**src/rtl/sfx_pkg.sv**
```systemverilog
// Shared definitions for the sound-effect sequencer: effect codes, FSM states,
// the note-step record and the fixed note ROM.
package sfx_pkg;

  localparam logic [2:0] SFX_STOP    = 3'd0;
  localparam logic [2:0] SFX_CLICK   = 3'd1;
  localparam logic [2:0] SFX_PLACE   = 3'd2;
  localparam logic [2:0] SFX_INVALID = 3'd3;
  localparam logic [2:0] SFX_WIN     = 3'd4;

  // Width the ROM half-periods are stored at; the top resizes to its HP_W.
  localparam int SFX_ROM_HP_W = 18;

  typedef enum logic [1:0] {
    S_IDLE,
    S_LOAD,
    S_PLAY
  } sfx_state_e;

  typedef struct packed {
    logic [SFX_ROM_HP_W-1:0] half_period;  // 0 = rest
    logic [7:0]              dur;          // duration in ticks
    logic                    last;
  } sfx_step_t;

  function automatic sfx_step_t sfx_rom(input logic [2:0] code, input logic [1:0] idx);
    sfx_step_t s;
    s = '{half_period: '0, dur: 8'd1, last: 1'b1};
    case (code)
      SFX_CLICK: s = '{18'd50000, 8'd20, 1'b1};
      SFX_PLACE: begin
        case (idx)
          2'd0:    s = '{18'd40000, 8'd30, 1'b0};
          default: s = '{18'd30000, 8'd30, 1'b1};
        endcase
      end
      SFX_INVALID: begin
        case (idx)
          2'd0:    s = '{18'd100000, 8'd60, 1'b0};
          2'd1:    s = '{18'd0,      8'd20, 1'b0};
          default: s = '{18'd100000, 8'd60, 1'b1};
        endcase
      end
      SFX_WIN: begin
        case (idx)
          2'd0:    s = '{18'd47778, 8'd100, 1'b0};
          2'd1:    s = '{18'd37921, 8'd100, 1'b0};
          2'd2:    s = '{18'd31888, 8'd100, 1'b0};
          default: s = '{18'd23889, 8'd200, 1'b1};
        endcase
      end
      default: ;
    endcase
    return s;
  endfunction

endpackage

```
**src/rtl/sfx_sequencer_tone_gen.sv**
```systemverilog
// Half-period square-wave generator: toggles pwm every half_period cycles,
// held low while cleared or when half_period is 0 (rest).
module tone_gen #(
  parameter int HP_W = 18
) (
  input  logic            clk,
  input  logic            rst,
  input  logic            clear,
  input  logic [HP_W-1:0] half_period,
  output logic            pwm
);

  logic [HP_W-1:0] cnt_q;

  always_ff @(posedge clk) begin
    if (rst || clear || half_period == '0) begin
      cnt_q <= '0;
      pwm   <= 1'b0;
    end else if (cnt_q == half_period - HP_W'(1)) begin
      cnt_q <= '0;
      pwm   <= ~pwm;
    end else begin
      cnt_q <= cnt_q + HP_W'(1);
    end
  end

endmodule

```
**src/rtl/sfx_sequencer.sv**
```systemverilog
// Sound-effect sequencer: arbitrates play requests and steps the note ROM into
// tone_gen. Define SFX_PREEMPT_EN to let equal/higher codes preempt playback.
module sfx_sequencer
  import sfx_pkg::*;
#(
  parameter int TICK_DIV = 100000,
  parameter int HP_W     = 18
) (
  input  logic       clk,
  input  logic       rst,
  input  logic       play_sound,
  input  logic [2:0] sound_code,
  output logic       pwm,
  output logic       busy,
  output logic [2:0] cur_code,
  output logic       done
);

  localparam int             TW        = $clog2(TICK_DIV + 1);
  localparam logic [TW-1:0]  TICK_LAST = TW'(TICK_DIV - 1);

  sfx_state_e    state_q, state_d;
  logic [2:0]    code_q, code_d;
  logic [1:0]    idx_q, idx_d;
  logic          done_q, done_d;
  sfx_step_t     step_q;
  logic [TW-1:0] tick_q;
  logic [7:0]    dur_q;

  logic req_ok, req_stop, req_start, preempt_ok;
  logic step_end, seq_end, tone_clear;

  // NOTE: every signal driven here gets a default first, so no path can infer a latch.
  always_comb begin
    req_ok   = play_sound && (sound_code <= SFX_WIN);
    step_end = (state_q == S_PLAY) && (tick_q == TICK_LAST) && (dur_q == step_q.dur - 8'd1);
    seq_end  = step_end && step_q.last;
`ifdef SFX_PREEMPT_EN
    preempt_ok = (sound_code >= code_q);
`else
    preempt_ok = 1'b0;
`endif
    req_stop  = req_ok && (sound_code == SFX_STOP);
    // A request landing on the final expiry wins over the natural finish.
    req_start = req_ok && (sound_code != SFX_STOP) &&
                ((state_q == S_IDLE) || seq_end || preempt_ok);
  end

  always_comb begin
    state_d = state_q;
    code_d  = code_q;
    idx_d   = idx_q;
    done_d  = 1'b0;
    if (req_stop) begin
      state_d = S_IDLE;
      code_d  = SFX_STOP;
    end else if (req_start) begin
      state_d = S_LOAD;
      code_d  = sound_code;
      idx_d   = '0;
    end else begin
      case (state_q)
        S_LOAD: state_d = S_PLAY;
        S_PLAY: begin
          if (seq_end) begin
            state_d = S_IDLE;
            code_d  = SFX_STOP;
            done_d  = 1'b1;
          end else if (step_end) begin
            state_d = S_LOAD;
            idx_d   = idx_q + 2'd1;
          end
        end
        default: ;
      endcase
    end
  end

  // Counters and tone only run across edges that stay inside one PLAY step.
  assign tone_clear = !((state_q == S_PLAY) && (state_d == S_PLAY));

  // NOTE: sequential state uses non-blocking assignments so every register samples pre-edge values.
  always_ff @(posedge clk) begin
    if (rst) begin
      state_q <= S_IDLE;
      code_q  <= SFX_STOP;
      idx_q   <= '0;
      done_q  <= 1'b0;
      step_q  <= '0;
      tick_q  <= '0;
      dur_q   <= '0;
    end else begin
      state_q <= state_d;
      code_q  <= code_d;
      idx_q   <= idx_d;
      done_q  <= done_d;
      if (state_q == S_LOAD) step_q <= sfx_rom(code_q, idx_q);
      if (tone_clear) begin
        tick_q <= '0;
        dur_q  <= '0;
      end else if (tick_q == TICK_LAST) begin
        tick_q <= '0;
        dur_q  <= dur_q + 8'd1;
      end else begin
        tick_q <= tick_q + TW'(1);
      end
    end
  end

  tone_gen #(.HP_W(HP_W)) u_tone (
    .clk         (clk),
    .rst         (rst),
    .clear       (tone_clear),
    .half_period (HP_W'(step_q.half_period)),
    .pwm         (pwm)
  );

  assign busy     = (state_q != S_IDLE);
  assign cur_code = code_q;
  assign done     = done_q;

endmodule

```
**config.mk**
```make
export PLATFORM = sky130hd
export DESIGN_NAME = sfx_sequencer
export DESIGN_NICKNAME = d
export VERILOG_FILES = /design/src/rtl/sfx_pkg.sv /design/src/rtl/sfx_sequencer_tone_gen.sv /design/src/rtl/sfx_sequencer.sv
export SDC_FILE = /design/constraint.sdc
export NUM_CORES = 1
export LEC_CHECK = 0
export ABC_AREA = 1
export CAP_MARGIN = 20
export CORE_UTILIZATION = 49
export CTS_CLUSTER_SIZE = 12
export DETAILED_ROUTE_END_ITERATION = 10
export GPL_TIMING_DRIVEN = 0
export PLACE_DENSITY = 0.66
export SYNTH_ARGS = -nofsm -noshare
export SYNTH_HDL_FRONTEND = slang
export SYNTH_SLANG_ARGS = --single-unit
```
**constraint.sdc**
```tcl
create_clock -name clk -period 3.1 [get_ports clk]
set_input_delay 0.31 -clock clk [delete_from_list [all_inputs] [get_ports clk]]
set_output_delay 0.31 -clock clk [all_outputs]
set_load 0.01 [all_outputs]
```
Word-level counts from Yosys, hierarchy flattened
Cells that the tools add are included.
- equal/unequal tests: 13
- order comparisons: 1
- bitwise logic cells: 4
- muxes and demuxes: 17
- add/subtract/negate cells: 6
- reduce and logical (&&, ||, !) cells: 28
- operators with widths (cell ; number):
    $pmux 26 s4 ; 1
    $pmux 25 s3 ; 1
    $pmux 26 s2 ; 1
    $mux 25 ; 1
    $add 18x1->18 const B ; 1
    $eq 18x18->1 ; 1
    $logic_not 18->1 ; 1
    $sub 18x1->18 const B ; 1
    $add 17x1->17 const B ; 1
    $eq 17x17->1 const B ; 1
    $mux 2 ; 8
    $mux 3 ; 3
    $add 8x1->8 const B ; 1
    $eq 8x8->1 ; 1
    $logic_and 1x1->1 ; 8
    $reduce_bool 2->1 ; 4
    $sub 8x1->8 const B ; 1
    $eq 2x2->1 const B ; 3
    $eq 3x2->1 const B ; 2
    $reduce_or 2->1 ; 3
    $eq 2x1->1 const B ; 2
    $logic_not 2->1 ; 2
    $not 1->1 ; 4
    $pmux 2 s2 ; 1
    14 further kinds ; 16
- bits of input ports: 6
- register bits after elaboration: 79
- output and inout bits: 6

Depth between registers and ports, before layout
Gate-level depths: netlist of the first run.
- word-level depth: 14
- mapped depth: 19
- mapped depth without buffers: 18

By module
A second synthesis of the first run with hierarchy kept.
- cell total of the unflattened synthesis: 698
- area total of the unflattened synthesis: 4723.3 um^2
- by module, submodules not included (module ; cells each ; instances ; sequential area each (um^2) ; area an instance (um^2)):
    sfx_sequencer ; 410 ; 1 ; 1121.1 ; 3011.6
    tone_gen ; 288 ; 1 ; 380.4 ; 1711.6

Worst setup path before layout of the first run
OpenSTA, ideal clock, no wires.
- path type: reg2reg
- start point: reg step_q[1] in the netlist's numbering
- end point: reg u_tone.cnt_q[12]
- arrival: 2.072 ns
- clock period less this slack: 2.134 ns
- setup slack: 0.966 ns
- cell stages (with the launch flop): 18
- data required time: 3.038 ns
- cells stage by stage: dfxtp_1 inv_1 ha_1 nand2_1 nor2_1 nand2_1 nand2_1 nand2_1 nand2_1 nor2_1 nand2_1 nand2_1 nand2_1 nand2_2 nor3_4 nand4_4 buf_6 nor2_2
- cells in the longest elaborated chain, start to end: 14
- elaborated cells between the ends (all ways): 17
- those cells by class: 1 x add/sub; 2 x eq/ne; 5 x mux; 9 x reduce/logical
- RTL lines (what ; RTL line ; text):
    start: declaration ; sfx_sequencer.sv:26 ; sfx_step_t step_q;
    start signal: assignment ; sfx_sequencer.sv:97 ; if (state_q == S_LOAD) step_q <= sfx_rom(code_q, idx_q);
    $sub 8x1->8 (*) ; sfx_sequencer.sv:36 ; step_end = (state_q == S_PLAY) && (tick_q == TICK_LAST) && (dur_q == step_q.dur - 8'd1);
    $eq 8x8->1 (*) ; sfx_sequencer.sv:36 ;
    $logic_and 1x1->1 (*) ; sfx_sequencer.sv:36 ;
    $mux 2 / $logic_and 1x1->1 (equally long branches) ; sfx_sequencer.sv:69, sfx_sequencer.sv:37 ;
    $mux 2 / $logic_or 1x1->1 (equally long branches) ; sfx_sequencer.sv:65, sfx_sequencer.sv:46 ;
    $pmux 2 s2 / $logic_and 1x1->1 (equally long branches) ; sfx_sequencer.sv:62, sfx_sequencer.sv:45 ;
    $mux 2 (*) ; sfx_sequencer.sv:57 ; end else if (req_start) begin
    $mux 2 (*) ; sfx_sequencer.sv:54 ; if (req_stop) begin
    $eq 2x2->1 (*) ; sfx_sequencer.sv:80 ; assign tone_clear = !((state_q == S_PLAY) && (state_d == S_PLAY));
    $logic_and 1x1->1 (*) ; sfx_sequencer.sv:80 ;
    $logic_not 1->1 (*) ; sfx_sequencer.sv:80 ;
    $logic_or 1x1->1 (*) (2 in a row) ; sfx_sequencer_tone_gen.sv:16 ; if (rst || clear || half_period == '0) begin
    $reduce_or 2->1 (no line) (*) ; - ;
    end signal: assignment ; sfx_sequencer_tone_gen.sv:23 ; cnt_q <= cnt_q + HP_W'(1);
    end: declaration ; sfx_sequencer_tone_gen.sv:13 ; logic [HP_W-1:0] cnt_q;
Every way passes the cells marked *; elsewhere a longest branch is shown, timed or not.
A chain may end at the register's enable or synchronous reset.

Worst setup path in the final report of the first run
Same ends and word-level chain as after synthesis.

==> flow_results.xml, run 1 <==
<?xml version="1.0" encoding="UTF-8"?>
<metrics>
  <group name="power">
    <metric name="internal_pwr_total" unit="mW">1.62</metric>
    <metric name="switching_share" unit="">0.292</metric>
    <metric name="seq_power_share" unit="">0.444</metric>
    <metric name="power_switching" unit="mW">0.665</metric>
    <metric name="pwr-share-clk" unit="">0.372</metric>
    <metric name="ratio_of_total_power_to_cell_area" unit="nW/um^2">468</metric>
    <metric name="static_leakage" unit="nW">2.00</metric>
    <metric name="ir_worst_vdd" unit="uV">243</metric>
    <metric name="combinationalPowerShare" unit="">0.184</metric>
  </group>
  <group name="cells_and_area">
    <metric name="fillCellCount" unit="">820</metric>
    <metric name="drive_above_1_share" unit="">0.0701</metric>
    <metric name="final_cell_area" unit="um^2">4880</metric>
    <metric name="multi_input_comb_area" unit="um^2">2480</metric>
    <metric name="sequential_cell_area" unit="um^2">1500</metric>
    <metric name="post_layout_net_count" unit="">685</metric>
    <metric name="non_filler_cells_in_the_finished_layout" unit="">778</metric>
    <metric name="area.growth.synth_to_final" unit="%">10.7</metric>
    <metric name="insertedDiodeCount" unit="">0</metric>
  </group>
  <group name="setup_path">
    <metric name="critical_path_peak_fanout" unit="">10</metric>
    <metric name="timing.critical_path.to_type" unit="">register</metric>
    <metric name="regToRegSetupSlack" unit="ps">460</metric>
    <metric name="criticalPathCategory" unit="">reg2reg</metric>
    <metric name="setup.worst_path.start_class" unit="">register</metric>
    <metric name="timing.critical_path.arrival" unit="ps">2920</metric>
    <metric name="timing.critical_path.required" unit="ps">3380</metric>
  </group>
  <group name="detailed_routing">
    <metric name="detail_route.first_pass.iterations" unit="">5</metric>
    <metric name="routed_wire_length_per_instance" unit="um">11.7</metric>
    <metric name="totalWireLength" unit="um">9120</metric>
    <metric name="via_count" unit="">3957</metric>
    <metric name="detail_route.drc_violations" unit="">0</metric>
    <metric name="drt_antenna_net_count" unit="">0</metric>
    <metric name="drt_iter0_drc" unit="">229</metric>
    <metric name="viasPerCell" unit="">5.09</metric>
  </group>
  <group name="timing">
    <metric name="finalSetupViolCount" unit="">0</metric>
    <metric name="setup_slack" unit="ps">461</metric>
    <metric name="report.final.slew_viol_count" unit="">0</metric>
    <metric name="rsz0062_at_grt" unit="">no</metric>
    <metric name="crit_share_post_route" unit="">0.851</metric>
    <metric name="timing_worst_slew_pin_value" unit="ps">839</metric>
    <metric name="tns" unit="ps">0</metric>
    <metric name="fin_worst_hold_slack" unit="ps">456</metric>
    <metric name="finalHoldViolCount" unit="">0</metric>
    <metric name="timing.slew.headroom" unit="">0.436</metric>
    <metric name="max_clock_freq" unit="MHz">379</metric>
    <metric name="period_needed" unit="ps">2640</metric>
    <metric name="fin_skew" unit="ps">10.0</metric>
  </group>
  <group name="synth">
    <metric name="synth_largest_type_area_fraction" unit="">0.341</metric>
    <metric name="netlist_area_before_placement" unit="um^2">4410</metric>
    <metric name="ys.flop_type" unit="">sky130_fd_sc_hd__dfxtp_1</metric>
    <metric name="synthesis.yosys.warnings" unit="">0</metric>
    <metric name="synth_top_area_cell" unit="">sky130_fd_sc_hd__dfxtp_1</metric>
    <metric name="synth_fp_nets" unit="">663</metric>
    <metric name="yosysMostFrequentCell" unit="">sky130_fd_sc_hd__nand2_1</metric>
    <metric name="seq_total_area_yosys" unit="">0.341</metric>
    <metric name="syn_area_per_cell" unit="um^2">6.85</metric>
    <metric name="synth_cells" unit="">643</metric>
    <metric name="count_of_flip_flops_with_a_built_in_enable_after_synthesis" unit="">0</metric>
    <metric name="synth_seq_cells" unit="">75</metric>
    <metric name="synth_top_cells_by_area" unit="">sky130_fd_sc_hd__dfxtp_1 34%, sky130_fd_sc_hd__nand2_1 12%, sky130_fd_sc_hd__nor2_1 8.7%</metric>
    <metric name="synth_commonest_cells" unit="">136 x sky130_fd_sc_hd__nand2_1, 102 x sky130_fd_sc_hd__nor2_1, 99 x sky130_fd_sc_hd__inv_1</metric>
    <metric name="netlist-cell-type-count" unit="">37</metric>
    <metric name="postSynth.asyncResetShare" unit="">0</metric>
  </group>
  <group name="clock_tree">
    <metric name="postCtsHoldBufs" unit="">0</metric>
    <metric name="path_clk_slew" unit="ps">80</metric>
    <metric name="clockRootBuffer" unit="">sky130_fd_sc_hd__clkbuf_8</metric>
    <metric name="clock_tree.htree_level_count" unit="">3</metric>
    <metric name="post_cts.repair.setup_buffers" unit="">0</metric>
    <metric name="cts_inserted_buffers" unit="">9</metric>
    <metric name="cts_tree" unit="">yes</metric>
    <metric name="cts_max_path_bufs" unit="">2</metric>
    <metric name="clkSinkCount" unit="">75</metric>
    <metric name="insertion_delay" unit="ps">340</metric>
    <metric name="cts_repair_resize_count" unit="">0</metric>
  </group>
  <group name="min_path">
    <metric name="hold_path_class" unit="">reg2reg</metric>
  </group>
  <group name="global_route">
    <metric name="grt_util_all_layers" unit="">0.209</metric>
    <metric name="first_pass_grt_wire_length" unit="um">16300</metric>
    <metric name="grt_overflow_total" unit="">0</metric>
    <metric name="grt_pass1_vias" unit="">3611</metric>
    <metric name="grt_max_degree" unit="">14</metric>
    <metric name="grt_antenna_before_repair" unit="">0</metric>
  </group>
  <group name="place">
    <metric name="postPlaceCellArea" unit="um^2">4650</metric>
    <metric name="hpwl" unit="um">7120</metric>
    <metric name="io_buffers" unit="">11</metric>
    <metric name="dp_slack" unit="ps">469</metric>
    <metric name="gp_congestion" unit="">0.927</metric>
    <metric name="numPlacedInstances" unit="">762</metric>
  </group>
  <group name="floorplanning">
    <metric name="top_level_ports" unit="">12</metric>
    <metric name="start_util" unit="">0.505</metric>
    <metric name="die-height" unit="um">96.8</metric>
    <metric name="placeableCoreArea" unit="um^2">8720</metric>
    <metric name="area_of_the_die" unit="um^2">9370</metric>
    <metric name="rows" unit="">34</metric>
    <metric name="die_width" unit="um">96.8</metric>
  </group>
  <group name="outcome">
    <metric name="outcome" unit="">complete, no violations</metric>
  </group>
  <group name="job">
    <metric name="cap_viol_max_count" unit="">0</metric>
  </group>
</metrics>
## layer usage
| metal | vias to the layer above | wire length, um | GRT usage |
|---|---|---|---|
| met3 | 7 | 341 | 0.0311 |
| li1 | 2071 | - | - |
| met4 | 0 | 77 | 0.0586 |
| met2 | 75 | 4130 | 0.340 |
| met1 | 1804 | 4570 | 0.288 |
| met5 | - | 0 | 0 |
## power groups by stage
stage | registers, mW | clock network [mW] | logic [mW]
6_report | 1.01 | 0.848 | 0.421
5_1_grt | 1.02 | 0.908 | 0.481
4_1_cts | 1.01 | 0.869 | 0.420
3_5_place_dp | 1.03 | 0 | 0.418
3_3_place_gp | 1.03 | 0 | 0.410
2_1_floorplan | 1.03 | 0 | 0.327
## metrics by stage
stage                     total power, mW   util
after detailed placement             1.45  0.533
after floorplan                      1.36      -
final                                2.28  0.559
after global routing                 2.41  0.559
after CTS                            2.30  0.559
after global placement               1.44  0.533
## critical path, stage by stage (launching register included)
cell and delay [ps]:
sky130_fd_sc_hd__dfxtp_1 320, sky130_fd_sc_hd__inv_1 160, sky130_fd_sc_hd__ha_1 270, sky130_fd_sc_hd__nand2_1 130
sky130_fd_sc_hd__o21ai_1 130, sky130_fd_sc_hd__nand2_1 90, sky130_fd_sc_hd__nand2_1 90, sky130_fd_sc_hd__nand2_1 60
sky130_fd_sc_hd__nor2_1 260, sky130_fd_sc_hd__nand3_1 150, sky130_fd_sc_hd__nand3_1 120, sky130_fd_sc_hd__nand3_2 80
sky130_fd_sc_hd__nand2_2 190, sky130_fd_sc_hd__nand4_4 210, sky130_fd_sc_hd__buf_6 230, sky130_fd_sc_hd__nor2_2 80
## layout by cell type, fill, tap and decap left out, drive strengths merged
master / instances
o211ai: 2
a211oi: 5
or2: 2
inv: 99
a41oi: 1
o31ai: 3
o21ai: 14
a21oi: 25
clkbuf: 15
a31oi: 2
ha: 14
clkinv: 3
nand3b: 3
mux2i: 2
clkdlybuf4s50: 11
nor3: 17
nand3: 44
xnor2: 10
bufinv: 2
clkinvlp: 2
nor4: 6
buf: 3
nor2: 116
a221oi: 1
xor2: 39
nand2: 141
xnor3: 1
nand4: 11
o41ai: 1
dfxtp: 75
## area by class of cell
cell class              instances  area share
plain buffers                   8     0.00949
clock buffers                  10      0.0282
clock inverters                 6      0.0182
inverters                     100      0.0770
multi-input cells             460       0.509
flip-flops and latches         75       0.308
well taps                     108      0.0277
repair buffers                 11      0.0226
## logic make-up (layout without fill, tap and decap cells)
logic type                 after synthesis  after routing  synth area share
AOI/OAI and AO/OA                       54             54            0.0710
xor gates and xnor gates                50             50             0.103
adders and majority gates               14             14            0.0398
buffers and inverters                  108            135            0.0957
DFF                                     75             75             0.341
muxes                                    2              2           0.00454
and+or+nand+nor                        340            340             0.346
## path summary, 6_finish.rpt
path,start,endpoint,cells after the start
worst min-delay path,tick_q[0],tick_q[0],1
worst min register to register,tick_q[0],tick_q[0],1
worst max-delay path,step_q[1],u_tone.cnt_q[12],15
worst max register to register,step_q[1],u_tone.cnt_q[12],15
## flip-flops by register name, indices dropped and copies added, names as in the netlist
name	count
dur_q	8
tick_q	17
idx_q	2
done	1
u_tone.cnt_q	18
state_q	2
step_q	23
u_tone.pwm	1
cur_code	3
Power figures use the tool's default switching activity.
==> inputs of run 2 (changes only) <==
Settings changed: CORE_MARGIN set to 2.
==> run 2 against run 1 <==
  * Critical path depth increased by 2
  * Die area rose by 4.2%
  * Worst hold slack improved by 15 ps
  * Combinational power hardly changed
  * Critical endpoint unchanged
  * Largest power group unchanged
==> flow_results.xml, run 2 (synthesized netlist as in run 1, its figures left out) <==
<?xml version="1.0" encoding="UTF-8"?>
<metrics>
  <group name="setup_path">
    <metric name="criticalPathCategory" unit="">reg2reg</metric>
    <metric name="crit-reg2reg-capture" unit="">u_tone.cnt_q[12]</metric>
    <metric name="worst-path-buf-inv" unit="">2</metric>
    <metric name="timing.critical_path.required" unit="ps">3380</metric>
    <metric name="worstSetupStartpoint" unit="">step_q[1]</metric>
    <metric name="timing.critical_path.arrival" unit="ps">2920</metric>
    <metric name="regToRegSetupSlack" unit="ps">460</metric>
    <metric name="critical-path-slowest-cell" unit="">sky130_fd_sc_hd__dfxtp_1</metric>
    <metric name="timing.critical_path.to_type" unit="">register</metric>
    <metric name="critical_path.cell_chain" unit="">inv_1 -&gt; ha_1 -&gt; nand2_1 -&gt; nor2_1 -&gt; nand2_1 -&gt; nand2_1 -&gt; nand2_1 -&gt; nand2_1 -&gt; nor2_1 -&gt; nand3_2 -&gt; nand2_2 -&gt; nand2_4 -&gt; nand2_4 -&gt; nor3_4 -&gt; nand4_4 -&gt; buf_6 -&gt; nor2_2</metric>
    <metric name="critical_path_peak_fanout" unit="">10</metric>
    <metric name="worst_r2r_path_depth" unit="">17</metric>
    <metric name="critPathMostFrequentCell" unit="">sky130_fd_sc_hd__nand2_1</metric>
    <metric name="r2r-start" unit="">step_q[1]</metric>
    <metric name="setup.worst_path.start_class" unit="">register</metric>
    <metric name="worst_path_largest_cell_delay" unit="ps">320</metric>
    <metric name="cpLargestDelayFamily" unit="">simple AND/OR/NAND/NOR gates</metric>
  </group>
  <group name="power">
    <metric name="ir_worst_vdd" unit="uV">335</metric>
    <metric name="ratio_of_total_power_to_cell_area" unit="nW/um^2">466</metric>
    <metric name="static_leakage" unit="nW">2.00</metric>
  </group>
  <group name="timing">
    <metric name="timing_worst_slew_pin_value" unit="ps">779</metric>
    <metric name="rsz0062_at_grt" unit="">no</metric>
    <metric name="max_clock_freq" unit="MHz">379</metric>
    <metric name="report.final.slew_viol_count" unit="">0</metric>
    <metric name="period_needed" unit="ps">2640</metric>
    <metric name="tns" unit="ps">0</metric>
    <metric name="crit_share_post_route" unit="">0.852</metric>
    <metric name="fin_skew" unit="ps">13.1</metric>
    <metric name="fin_worst_hold_slack" unit="ps">471</metric>
    <metric name="timing.slew.headroom" unit="">0.476</metric>
    <metric name="finalHoldViolCount" unit="">0</metric>
    <metric name="finalSetupViolCount" unit="">0</metric>
  </group>
  <group name="outcome">
    <metric name="outcome" unit="">complete, no violations</metric>
  </group>
  <group name="floorplanning">
    <metric name="area_of_the_die" unit="um^2">9770</metric>
    <metric name="rows" unit="">34</metric>
    <metric name="die_width" unit="um">98.8</metric>
    <metric name="placeableCoreArea" unit="um^2">8720</metric>
    <metric name="start_util" unit="">0.505</metric>
    <metric name="die-height" unit="um">98.8</metric>
    <metric name="top_level_ports" unit="">12</metric>
  </group>
  <group name="place">
    <metric name="hpwl" unit="um">7130</metric>
    <metric name="gp_congestion" unit="">0.904</metric>
    <metric name="io_buffers" unit="">11</metric>
  </group>
  <group name="cells_and_area">
    <metric name="max_flop_register" unit="">step_q</metric>
    <metric name="insertedDiodeCount" unit="">0</metric>
    <metric name="largestRegisters" unit="">step_q: 23 flops, u_tone.cnt_q: 18 flops, tick_q: 17 flops</metric>
    <metric name="area.growth.synth_to_final" unit="%">10.5</metric>
    <metric name="drive_above_1_share" unit="">0.0687</metric>
    <metric name="largest_register_ffs" unit="">23</metric>
    <metric name="post_layout_net_count" unit="">685</metric>
    <metric name="final_core_util" unit="">0.558</metric>
    <metric name="multi_input_comb_area" unit="um^2">2480</metric>
    <metric name="layout.cells.most_common" unit="">sky130_fd_sc_hd__nand2_1</metric>
    <metric name="mostFrequentLayoutCells" unit="">136 x sky130_fd_sc_hd__nand2_1, 102 x sky130_fd_sc_hd__nor2_1, 99 x sky130_fd_sc_hd__inv_1</metric>
    <metric name="fillCellCount" unit="">872</metric>
    <metric name="sequential_cell_area" unit="um^2">1500</metric>
  </group>
  <group name="global_route">
    <metric name="grt_max_degree" unit="">14</metric>
    <metric name="grt_pass1_vias" unit="">3710</metric>
    <metric name="first_pass_grt_wire_length" unit="um">16300</metric>
    <metric name="grt_antenna_before_repair" unit="">0</metric>
    <metric name="grt_overflow_total" unit="">0</metric>
    <metric name="grt_util_all_layers" unit="">0.202</metric>
  </group>
  <group name="min_path">
    <metric name="hold_path_class" unit="">reg2reg</metric>
    <metric name="timing.hold.worst.start" unit="">tick_q[0]</metric>
    <metric name="worst_hold_path.endpoint" unit="">tick_q[0]</metric>
    <metric name="cell_depth_of_the_worst_min_delay_path" unit="">1</metric>
  </group>
  <group name="clock_tree">
    <metric name="clkSinkCount" unit="">75</metric>
    <metric name="insertion_delay" unit="ps">340</metric>
    <metric name="cts_max_path_bufs" unit="">2</metric>
    <metric name="cts_repair_resize_count" unit="">0</metric>
    <metric name="cts_tree" unit="">yes</metric>
    <metric name="path_clk_slew" unit="ps">90</metric>
    <metric name="post_cts.repair.setup_buffers" unit="">0</metric>
    <metric name="clockRootBuffer" unit="">sky130_fd_sc_hd__clkbuf_8</metric>
    <metric name="cts_inserted_buffers" unit="">9</metric>
    <metric name="clock_tree.htree_level_count" unit="">3</metric>
    <metric name="postCtsHoldBufs" unit="">0</metric>
  </group>
  <group name="detailed_routing">
    <metric name="totalWireLength" unit="um">9170</metric>
    <metric name="via_count" unit="">3839</metric>
    <metric name="detail_route.first_pass.iterations" unit="">4</metric>
    <metric name="drt_iter0_drc" unit="">229</metric>
    <metric name="detail_route.drc_violations" unit="">0</metric>
    <metric name="drt_antenna_net_count" unit="">0</metric>
    <metric name="viasPerCell" unit="">4.93</metric>
    <metric name="routed_wire_length_per_instance" unit="um">11.8</metric>
  </group>
  <group name="job">
    <metric name="cap_viol_max_count" unit="">0</metric>
  </group>
</metrics>
==> run 2: changes by cell type in the layout (fill, tap and decap cells not counted) <==
cell                         delta
sky130_fd_sc_hd__clkbuf_8       -1
sky130_fd_sc_hd__clkinv_4       +1
sky130_fd_sc_hd__clkbuf_1       +1
sky130_fd_sc_hd__clkinvlp_4     -1
==> run 2: worst reg2reg max path: cells and delay by family, from the launching register on <==
family	cells	cell delay, ps
fa+ha+maj	1	280
buf+inv	2	410
flops	1	320
simple gates	14	1590
==> run 2: final cells by class <==
| cell class | instances | share of cell area |
|---|---|---|
| tap | 108 | 0.0278 |
| timing repair buffer | 11 | 0.0226 |
| multi-input combinational | 460 | 0.510 |
| sequential | 75 | 0.308 |
| buffer | 8 | 0.00951 |
| inverter | 100 | 0.0771 |
| clock buffer | 10 | 0.0262 |
| clock inverter | 6 | 0.0185 |
==> run 2: worst max path at each step <==
stage                            end  cells past startpoint  slack [ps]
global placement    u_tone.cnt_q[12]                     17         540
global route        u_tone.cnt_q[14]                     17         200
detailed placement   u_tone.cnt_q[0]                     17         470
floorplan           u_tone.cnt_q[12]                     17         970
CTS                  u_tone.cnt_q[0]                     17         450
finish              u_tone.cnt_q[12]                     17         460
==> run 2: where the power goes <==
group	switching (mW)	internal (mW)	leakage [nW]
sequential	0.0244	0.987	0.606
clock	0.381	0.455	0.106
combinational	0.267	0.153	1.29
==> run 2: stage by stage <==
| step | power, mW | instance area, um^2 | instances | worst slack [ps] |
|---|---|---|---|---|
| after floorplan | 1.36 | 4410 | 643 | 966 |
| after global routing | 2.39 | 4870 | 778 | 202 |
| final | 2.27 | 4870 | 778 | 459 |
| after CTS | 2.29 | 4870 | 778 | 448 |
| after detailed placement | 1.45 | 4650 | 762 | 472 |
| after global placement | 1.44 | 4650 | 762 | 535 |
==> run 2: metal layers <==
layer,up-vias,routed length (um),track usage
met2,57,4100,0.321
met5,-,0,0
met4,0,58,0.0527
li1,2073,-,-
met3,4,414,0.0532
met1,1705,4600,0.274
